### src/rtl/fifo_rd_pkg.sv
// fifo_rd_pkg: shared types and default parameters for the
// FIFO read-side streaming engine.
package fifo_rd_pkg;

    localparam int DATA_W    = 8;
    localparam int BUF_DEPTH = 3;
    localparam int BURST_LEN = 4;
    localparam int CNT_W     = 16;

    typedef enum logic [1:0] {
        IDLE  = 2'd0,
        RUN   = 2'd1,
        DRAIN = 2'd2
    } rd_state_e;

endpackage

### src/rtl/fifo_rd_skid_buf.sv
// fifo_rd_skid_buf: DEPTH-entry circular buffer with occupancy count.
// Ports: clk_i, rst_i (async, active-low), push_i/push_data_i,
//        pop_i, head_o (oldest entry), occ_o (entries held).
module fifo_rd_skid_buf #(
    parameter  int DATA_W = 8,
    parameter  int DEPTH  = 3,
    localparam int OCC_W  = $clog2(DEPTH + 1)
) (
    input  logic              clk_i,
    input  logic              rst_i,
    input  logic              push_i,
    input  logic [DATA_W-1:0] push_data_i,
    input  logic              pop_i,
    output logic [DATA_W-1:0] head_o,
    output logic [OCC_W-1:0]  occ_o
);
    import fifo_rd_pkg::*;

    localparam int PTR_W = $clog2(DEPTH);

    logic [DATA_W-1:0] mem_q [DEPTH];
    logic [PTR_W-1:0]  head_q, head_d;
    logic [PTR_W-1:0]  tail_q, tail_d;
    logic [OCC_W-1:0]  occ_q, occ_d;

    // Depth need not be a power of two, so wrap explicitly.
    function automatic logic [PTR_W-1:0] ptr_inc(
        input logic [PTR_W-1:0] p
    );
        return (p == PTR_W'(DEPTH - 1)) ? '0 : p + 1'b1;
    endfunction

    always_comb begin
        head_d = head_q;
        tail_d = tail_q;
        occ_d  = occ_q;
        if (push_i) tail_d = ptr_inc(tail_q);
        if (pop_i)  head_d = ptr_inc(head_q);
        unique case ({push_i, pop_i})
            2'b10:   occ_d = occ_q + 1'b1;
            2'b01:   occ_d = occ_q - 1'b1;
            default: occ_d = occ_q;
        endcase
    end

    always_ff @(posedge clk_i or negedge rst_i) begin
        if (!rst_i) begin
            head_q <= '0;
            tail_q <= '0;
            occ_q  <= '0;
        end else begin
            head_q <= head_d;
            tail_q <= tail_d;
            occ_q  <= occ_d;
        end
    end

    // Storage needs no reset; occupancy guards every read.
    always_ff @(posedge clk_i) begin
        if (push_i) mem_q[tail_q] <= push_data_i;
    end

    assign head_o = mem_q[head_q];
    assign occ_o  = occ_q;

endmodule

### src/rtl/fifo_rd_stream.sv
// fifo_rd_stream: pops sync_fifo on buffer credit, absorbs read
// latency, streams data as fixed-length valid/ready bursts.
// Ports: clk_i, rst_i (async, active-low), en_i; FIFO side
//        fifo_rdata_i/fifo_empty_i/fifo_error_i/fifo_rd_en_o;
//        stream m_data_o/m_valid_o/m_last_o/m_ready_i;
//        status busy_o, err_o (cleared by clr_err_i), beat_cnt_o.
module fifo_rd_stream #(
    parameter int DATA_W    = fifo_rd_pkg::DATA_W,
    parameter int BUF_DEPTH = fifo_rd_pkg::BUF_DEPTH,
    parameter int BURST_LEN = fifo_rd_pkg::BURST_LEN
) (
    input  logic              clk_i,
    input  logic              rst_i,
    input  logic              en_i,
    input  logic [DATA_W-1:0] fifo_rdata_i,
    input  logic              fifo_empty_i,
    input  logic              fifo_error_i,
    output logic              fifo_rd_en_o,
    output logic [DATA_W-1:0] m_data_o,
    output logic              m_valid_o,
    output logic              m_last_o,
    input  logic              m_ready_i,
    output logic              busy_o,
    output logic              err_o,
    input  logic              clr_err_i,
    output logic [15:0]       beat_cnt_o
);
    import fifo_rd_pkg::*;

    localparam int OCC_W = $clog2(BUF_DEPTH + 1);
    localparam int BI_W  = (BURST_LEN > 1) ? $clog2(BURST_LEN) : 1;

    rd_state_e         state_q, state_d;
    logic              inflight_q, inflight_d;
    logic [BI_W-1:0]   burst_idx_q, burst_idx_d;
    logic [CNT_W-1:0]  beat_cnt_q, beat_cnt_d;
    logic              err_q, err_d;

    logic [OCC_W-1:0]  occ;
    logic [DATA_W-1:0] head;
    logic [OCC_W:0]    credit;
    logic              valid;
    logic              accept;
    logic              rd_en;
    logic              idx_last;

    fifo_rd_skid_buf #(
        .DATA_W (DATA_W),
        .DEPTH  (BUF_DEPTH)
    ) u_buf (
        .clk_i       (clk_i),
        .rst_i       (rst_i),
        .push_i      (inflight_q),
        .push_data_i (fifo_rdata_i),
        .pop_i       (accept),
        .head_o      (head),
        .occ_o       (occ)
    );

    assign valid  = (occ != '0);
    assign accept = valid && m_ready_i;

    // Words held plus the word still on its way back from the FIFO.
    assign credit = {1'b0, occ} + {{OCC_W{1'b0}}, inflight_q};

    assign rd_en = (state_q == RUN) && en_i && !fifo_empty_i
                && (credit < (OCC_W + 1)'(BUF_DEPTH));

    assign idx_last = (burst_idx_q == BI_W'(BURST_LEN - 1));

    always_comb begin
        state_d = state_q;
        unique case (state_q)
            IDLE: begin
                if (en_i) state_d = RUN;
            end
            RUN: begin
                if (!en_i) begin
                    if (valid || inflight_q) state_d = DRAIN;
                    else                     state_d = IDLE;
                end
            end
            DRAIN: begin
                if (en_i)
                    state_d = RUN;
                else if (!valid && !inflight_q && !accept)
                    state_d = IDLE;
            end
            default: state_d = IDLE;
        endcase
    end

    always_comb begin
        inflight_d  = rd_en;
        burst_idx_d = burst_idx_q;
        beat_cnt_d  = beat_cnt_q;
        if (accept) begin
            burst_idx_d = idx_last ? '0 : burst_idx_q + 1'b1;
            beat_cnt_d  = beat_cnt_q + 1'b1;
        end
        // A new error outranks a coincident clear.
        err_d = err_q;
        if (clr_err_i)    err_d = 1'b0;
        if (fifo_error_i) err_d = 1'b1;
    end

    always_ff @(posedge clk_i or negedge rst_i) begin
        if (!rst_i) begin
            state_q     <= IDLE;
            inflight_q  <= 1'b0;
            burst_idx_q <= '0;
            beat_cnt_q  <= '0;
            err_q       <= 1'b0;
        end else begin
            state_q     <= state_d;
            inflight_q  <= inflight_d;
            burst_idx_q <= burst_idx_d;
            beat_cnt_q  <= beat_cnt_d;
            err_q       <= err_d;
        end
    end

    assign fifo_rd_en_o = rd_en;
    assign m_valid_o    = valid;
    // Gated so the stale buffer never shows while idle or in reset.
    assign m_data_o     = valid ? head : '0;
    assign m_last_o     = valid && idx_last;
    assign busy_o       = (state_q != IDLE);
    assign err_o        = err_q;
    assign beat_cnt_o   = beat_cnt_q;

endmodule
### config.mk
export PLATFORM = sky130hd
export DESIGN_NAME = fifo_rd_stream
export DESIGN_NICKNAME = d
export VERILOG_FILES = /design/src/rtl/fifo_rd_pkg.sv /design/src/rtl/fifo_rd_skid_buf.sv /design/src/rtl/fifo_rd_stream.sv
export SDC_FILE = /design/constraint.sdc
export NUM_CORES = 1
export LEC_CHECK = 0
export BUFFER_PORTS_ARGS = -buffer_cell sky130_fd_sc_hd__buf_2
export CORE_MARGIN = 1
export CORE_UTILIZATION = 40
export DETAILED_ROUTE_END_ITERATION = 8
export HOLD_SLACK_MARGIN = 0.15
export SYNTH_ARGS = -nofsm -noshare
export SYNTH_HDL_FRONTEND = slang
export SYNTH_HIERARCHICAL = 1
export SYNTH_SLANG_ARGS = --single-unit
export TNS_END_PERCENT = 50
### constraint.sdc
create_clock -name clk_i -period 5.3 [get_ports clk_i]
set_clock_uncertainty 0.2 [all_clocks]
set_input_delay 0.53 -clock clk_i [delete_from_list [all_inputs] [get_ports clk_i]]
set_output_delay 0.53 -clock clk_i [all_outputs]
set_load 0.01 [all_outputs]
## Yosys cells after proc, flatten, opt, wreduce, memory -nomap -nowiden

Memory sizes are Yosys's and may differ from the RTL's.
Cells that the tools add are included.

- Register bits after elaboration: 28
- Input bits: 15
- Memories kept: 1
- Word-level logic and storage cells: 60
- RAM bits: 24

Memories:

| name | depth | bits a word | rd ports | clocked after memory_dff | write ports | RTL line | RTL |
|---|---|---|---|---|---|---|---|
| u_buf.mem_q | 3 | 8 | 1 | 0 | 1 | fifo_rd_skid_buf.sv:21 | `logic [DATA_W-1:0] mem_q [DEPTH];` |

- $lt $le $gt $ge: 1
- Add/subtract/negate cells: 7
- Multiplexer cells: 15
- Reduce and logical (&&, ||, !) cells: 18
- Equal/unequal tests: 10

Operator list:

| kind | count |
|---|---|
| 16-bit by 1-bit adder with 16-bit output (second input constant) | 1 |
| 2-bit 2-to-1 mux | 8 |
| 2-bit == test (second input constant) | 5 |
| 2-bit by 1-bit adder with 2-bit output (second input constant) | 4 |
| 8-bit 2-to-1 mux | 1 |
| 2-bit nonzero test | 4 |
| 1-bit logical AND | 7 |
| 2-bit one-hot mux with 3 select lines | 1 |
| 2-bit by 1-bit == test with 1-bit output (second input constant) | 2 |
| 1-bit logical NOT | 4 |
| 1-bit 2-to-1 mux | 4 |
| 2-bit != test (second input constant) | 2 |
| 2-bit one-hot mux with 2 select lines | 1 |
| 2-bit by 1-bit adder with 3-bit output | 1 |
| 3-bit by 2-bit < comparator with 1-bit output (second input constant) | 1 |
| 3-bit != test (second input constant) | 1 |
| 3-bit AND reduction | 1 |
| 2-bit logical NOT | 1 |
| 2-bit by 1-bit subtractor with 2-bit output (second input constant) | 1 |
| 1-bit logical OR | 1 |

## Longest topological paths before layout

Gate-level depths: netlist of run 1.

- Depth in word-level cells: 7
- Depth in mapped cells: 6
- Depth with buffers taken out: 6

## By module

The synthesis of run 1 kept the hierarchy.

By module, submodules not included:

| module | area each (um^2) | cells each | instances |
|---|---|---|---|
| fifo_rd_skid_buf | 1152.4 | 73 | 1 |
| fifo_rd_stream | 1082.3 | 96 | 1 |

## Worst setup path before layout of run 1

Ideal clock, no wire load.

- Kind: reg-to-output
- Start point: register u_buf.occ_q[0], in the netlist u_buf/occ_o[0]
- End point: output port fifo_rd_en_o
- Cell stages (with the launch flop): 5
- Required time: 4.570 ns
- Data arrival time: 1.388 ns
- Setup slack: 3.182 ns
- Cells stage by stage: dfrtp_1 > ha_1 > ha_1 > a211oi_1 > and4b_1

- Word-level cells in the longest chain between the ends: 3

Ends and longest elaborated chain:

| item | RTL line | RTL |
|---|---|---|
| start: declaration | fifo_rd_skid_buf.sv:24 | `logic [OCC_W-1:0] occ_q, occ_d;` |
| start signal: assignment | fifo_rd_skid_buf.sv:50 | `occ_q <= '0;` |
| start signal: assignment | fifo_rd_skid_buf.sv:54 | `occ_q <= occ_d;` |
| 2-bit by 1-bit adder with 3-bit output | fifo_rd_stream.sv:64 | `assign credit = {1'b0, occ} + {{OCC_W{1'b0}}, inflight_q};` |
| 3-bit by 2-bit < comparator with 1-bit output | fifo_rd_stream.sv:67 | `&& (credit < (OCC_W + 1)'(BUF_DEPTH));` |
| 1-bit logical AND | fifo_rd_stream.sv:67 |  |
| end: declaration | fifo_rd_stream.sv:18 | `output logic fifo_rd_en_o,` |

Every way passes these cells.

## Worst setup path after layout of run 1

Same ends and word-level chain as after synthesis.

==> impl_metrics.tcl, run 1 <==
set metrics [dict create \
    p_leak_nw 1.21 \
    maxSlewViolCount 0 \
    synth_area_um2 2230 \
    die_area_um2 5890 \
    grt_max_degree 29 \
    ctsHoldBuffers 1 \
    finalSetupViolCount 0 \
    fmax_ghz 0.383 \
    ys_types 30 \
    cts.sinks 52 \
    required_ns 4.57 \
    cts.htree.levels 2 \
    crit_path_end_kind "output port" \
    cts-buffers-inserted 5 \
    fin_crit_sh_pct 49.3 \
    cp-start-kind "flop" \
    grt_pass1_vias 1331 \
    wl_met1_mm 1.80 \
    grt_pass1_wl_mm 6.50 \
    finish.utilization_pct 50.7 \
    async_flop_share_pct 53.8 \
    finalNetCount 240 \
    firstDrtPassIters 4 \
    final_layout_size_suffix_gt1_share_pct 27.6 \
    holdWs_ns 0.199 \
    ys.flop_type "dfrtp_1" \
    track_usage_pct 14.2 \
    core_region_area_um2 5240 \
    synth-edff-count 24 \
    placementRows 26 \
    antenna_cells 0 \
    dpl.hpwl_mm 2.61 \
    numPortBuffers 43 \
    overflow 0 \
    ios 44 \
    clkTransAtPathRegs_ns 0.09 \
    synthCells 169 \
    drt_wl_total_mm 3.77 \
    hold_path.class "input pin to flop" \
    place_inst 282 \
    max-vdd-ir-drop_uv 226 \
    p_per_area_nw_per_um2 450 \
    place_congestion 0.715 \
    antenna_found_initial 0 \
    cap_violations 0 \
    avgSynthCellArea_um2 13.2 \
    drcViolationCount 0 \
    die_w_um 76.7 \
    timing_worst_setup_path_type "flop to output port" \
    rsz0062_at_grt "false" \
    ant_nets 0 \
    ys_ff_latch 52 \
    power_mw 1.20 \
    cts-root-buf "clkbuf_8" \
    clkLatencyLatePin_ns 0.30 \
    syn2layout_area_growth_pct 18.8 \
    setup-tns-final_ns 0 \
    vias 1373 \
    wl_met2_mm 1.75 \
    synth_top_area_share_pct 32.3 \
    dr.first_iter.drc_count 86 \
    start_util_pct 42.7 \
    dieHeight_um 76.7 \
    ys_seq_area_share_pct 63.6 \
    top_layer "met4" \
    arrival_ns 1.88 \
    min_period_ns 2.61 \
    viasPerCell 4.72 \
    synth_area_leader_cell "edfxtp_1" \
    wl_met3_um 177 \
    ys_warn_count 6 \
    ctsResizeCount 0 \
    syn_nets 189 \
    post_cts_buffers 0 \
    synth_area_leaders "edfxtp_1, dfrtp_1, xnor2_1" \
    worstMarginPinSlew_ns 0.821 \
    relSlewSlack_pct 45.1 \
    clockBufferDepth 2 \
    cts_tree "yes" \
    hold_viol_final 0 \
    crit_fanout 6 \
    outcome "finished, final reports clean" \
    finalNonFillerCells 291 \
    wl_per_cell_um 13.0 \
    n_fill_cell 485 \
]
[placed cells by master, fill, tap and decap left out, types with 4 or more instances in the layout]
master	synthesis	layout
edfxtp_1	24	24
buf_2	0	43
nor2_1	7	7
nand3_1	5	5
nor3_1	4	4
inv_1	5	5
xnor2_1	13	13
a21o_1	4	4
xor2_1	5	5
nor2b_1	9	9
mux2i_1	9	9
o21ai_0	8	8
ha_1	5	5
nand2_1	23	23
clkbuf_8	0	5
dfrtp_1	28	28
[registers in the layout, indices dropped and copies added, names as in the netlist]
name and count:
burst_idx_q 2, err_o 1, u_buf/occ_o 2, state_q 2, inflight_q 1, u_buf/mem_q 24, beat_cnt_o 16, u_buf/head_q 2
u_buf/tail_q 2
[logic make-up after synthesis]
| logic type | Yosys count | synth area share [%] |
|---|---|---|
| mux | 9 | 4.03 |
| simple gates | 62 | 15.6 |
| compound gates | 16 | 5.26 |
| xor+xnor | 18 | 7.05 |
| fa+ha+maj | 5 | 2.80 |
| flops | 52 | 63.6 |
| buf+inv | 7 | 1.68 |
[power breakdown]
group / internal [mW] / leakage [nW] / switching [mW]
clock network: 0.140 / 0.0541 / 0.128
logic: 0.165 / 0.573 / 0.172
registers: 0.489 / 0.578 / 0.101
[per-stage QoR]
step	setup WS [ns]	cell area, µm²
2_1_floorplan	3.18	2230
3_3_place_gp	3.08	2530
3_5_place_dp	3.02	2530
4_1_cts	2.68	2660
5_1_grt	2.59	2660
6_report	2.69	2660
[synthesized netlist by cell type, types with 2 or more instances]
library cell,count
nand2_1,23
nand2b_1,2
ha_1,5
xnor2_1,13
mux2i_1,9
dfrtp_1,28
inv_1,5
nor2b_1,9
edfxtp_1,24
o21ai_0,8
nor4_4,2
nor3_1,4
nand3_2,2
xor2_1,5
nand3_1,5
nand4_1,2
nor2_1,7
a21o_1,4
[worst max-delay path: stages (launching register included)]
cell      delay (ns)
dfrtp_1         0.49
ha_1            0.24
ha_1            0.29
a211oi_1        0.21
and4b_1         0.22
buf_2           0.13
[final timing paths]
kind	from	to	slack, ns	cells past startpoint
hold reg to reg	beat_cnt_o[15]	beat_cnt_o[15]	0.27	1
setup / recovery	u_buf/occ_o[0]	fifo_rd_en_o	2.69	5
hold / removal	en_i	state_q[1]	0.20	2
min in group asynchronous	rst_i	beat_cnt_o[5]	0.57	2
max in group asynchronous	rst_i	burst_idx_q[0]	3.91	2
setup reg to reg	u_buf/occ_o[0]	u_buf/occ_o[1]	3.26	5
[area by class of cell]
class	instances	area, µm²	area share, %
clock buffers	5	68.8	2.59
clock inverters	3	42.5	1.60
inverters	5	18.8	0.707
multi-input cells	110	776	29.2
flip-flops and latches	52	1420	53.5
well taps	70	87.6	3.30
repair buffers	46	240	9.05
[per-layer routing]
layer / GRT usage (%) / up-vias
li1: - / 695
met1: 18.5 / 637
met2: 22.8 / 35
met3: 4.05 / 6
met4: 4.62 / 0
met5: 0 / -
(Power assumes the default switching activity.)
==> inputs of run 2 (changes only) <==
==> constraint.sdc (replaced) <==
create_clock -name clk_i -period 2.2 [get_ports clk_i]
set_clock_uncertainty 0.2 [all_clocks]
set_input_delay 0.22 -clock clk_i [delete_from_list [all_inputs] [get_ports clk_i]]
set_output_delay 0.22 -clock clk_i [all_outputs]
set_load 0.01 [all_outputs]
==> impl_metrics.tcl, run 2 (synthesis gave the netlist of run 1 again) <==
set metrics [dict create \
    outcome "finished, final reports clean" \
    min_path_cells 4 \
    final_common_cell "buf_2" \
    cp-start-kind "flop" \
    viasPerCell 4.69 \
    crit_path_end_kind "output port" \
    p_leak_nw 1.29 \
    firstDrtPassIters 4 \
    cap_violations 0 \
    fin_crit_sh_pct 94.5 \
    ios 44 \
    grt_pass1_wl_mm 6.70 \
    drcViolationCount 0 \
    numPortBuffers 43 \
    die_area_um2 5890 \
    fmax_ghz 0.481 \
    relSlewSlack_pct 58.9 \
    clkLatencyLatePin_ns 0.31 \
    final_layout_size_suffix_gt1_share_pct 29.9 \
    required_ns 1.78 \
    dr.first_iter.drc_count 70 \
    hold_path.class "input pin to flop" \
    antenna_found_initial 0 \
    largest_reg_flops 24 \
    overflow 0 \
    cts-root-buf "clkbuf_8" \
    cts-buffers-inserted 5 \
    die_w_um 76.7 \
    final_cell_mix "buf_2, dfrtp_1, edfxtp_1" \
    rsz0062_at_grt "false" \
    timing_worst_setup_path_type "flop to output port" \
    antenna_cells 0 \
    start_util_pct 42.7 \
    setup-tns-final_ns 0 \
    arrival_ns 1.66 \
    rr_startpoint "u_buf/occ_o[0]" \
    vias 1460 \
    reg2reg_depth 6 \
    clkTransAtPathRegs_ns 0.09 \
    r2r-end "u_buf/occ_o[1]" \
    dieHeight_um 76.7 \
    max-vdd-ir-drop_uv 463 \
    place_inst 288 \
    grt_pass1_vias 1459 \
    finalSetupViolCount 0 \
    met3_usage_pct 3.57 \
    core_region_area_um2 5240 \
    clockBufferDepth 2 \
    dpl.hpwl_mm 2.81 \
    grt_max_degree 29 \
    cts.sinks 52 \
    finalNonFillerCells 311 \
    use_met1_pct 17.4 \
    r2r_slack_ns 0.53 \
    min_from "m_ready_i" \
    top_register "u_buf/mem_q" \
    cts.htree.levels 2 \
    worstMarginPinSlew_ns 0.616 \
    maxSlewViolCount 0 \
    grt_use_met2_pct 26.4 \
    finalNetCount 260 \
    ant_nets 0 \
    hold_viol_final 0 \
    crit_fanout 2 \
    wl_per_cell_um 12.8 \
    p_per_area_nw_per_um2 1020 \
    placementRows 26 \
    n_fill_cell 469 \
    cts_tree "yes" \
    hold_end "beat_cnt_o[0]" \
    drt_wl_total_mm 4.00 \
    top_usage_layer "met2" \
    syn2layout_area_growth_pct 27.0 \
    track_usage_pct 14.7 \
    place_congestion 0.759 \
    min_period_ns 2.08 \
]
-- run 2: cell types whose count changed in the layout (fill, tap and decap cells not counted), moves of 2 or more --
cell           delta
dlygate4sd3_1    +12
buf_4             +8
clkinv_4          +2
ha_1              -2
-- run 2: what timing repair did --
item,4_1_cts,5_1_grt
gates resized for setup,0,3
hold endpoints to repair,56,0
endpoints found under the setup margin,1,1
pin swaps,0,1
hold buffers,13,0
setup buffers,1,1
-- run 2: worst max path at each step --
stage / start / end
after CTS: inflight_q / fifo_rd_en_o
after floorplan: u_buf/occ_o[0] / fifo_rd_en_o
after global placement: inflight_q / fifo_rd_en_o
final: inflight_q / fifo_rd_en_o
after detailed placement: inflight_q / fifo_rd_en_o
after global routing: inflight_q / fifo_rd_en_o
-- run 2: metrics by stage --
| stage | total power [mW] | setup slack, ns | instance area [µm²] | util [%] | hold WS, ns |
|---|---|---|---|---|---|
| 6_report | 2.89 | 0.122 | 2840 | 54.2 | 0.163 |
| 5_1_grt | 3.10 | 0.00679 | 2840 | 54.2 | 0.180 |
| 4_1_cts | 2.91 | 0.0219 | 2810 | 53.7 | 0.157 |
| 3_5_place_dp | 2.32 | 0.335 | 2580 | 49.2 | 0.0837 |
| 3_3_place_gp | 2.30 | 0.354 | 2580 | 49.2 | 0.0810 |
| 2_1_floorplan | 1.97 | 0.392 | 2230 | - | -0.276 |
-- run 2: report_power, final --
group	switching [mW]	internal [mW]	leakage [nW]
clock	0.324	0.232	0.0487
sequential	0.230	1.18	0.578
combinational	0.454	0.472	0.661
-- run 2: layout make-up --
class | instances | area, µm² | share of cell area (%)
Clock buffer | 5 | 68.8 | 2.42
Tap cell | 70 | 87.6 | 3.09
Timing Repair Buffer | 66 | 420 | 14.8
Sequential cell | 52 | 1420 | 50.1
Clock inverter | 3 | 26.3 | 0.926
Multi-Input combinational cell | 110 | 796 | 28.0
Inverter | 5 | 18.8 | 0.661
-- run 2: layer usage --
metal	wire, µm	up-vias
li1	-	730
met1	1760	693
met2	2050	32
met3	143	5
met4	42	0
met5	0	-
-- run 2: worst max-delay path, cell delays in order, from the launching register on --
cell	delay [ns]
dfrtp_1	0.40
ha_2	0.20
ha_4	0.21
a211oi_2	0.19
and4b_1	0.23
buf_2	0.14
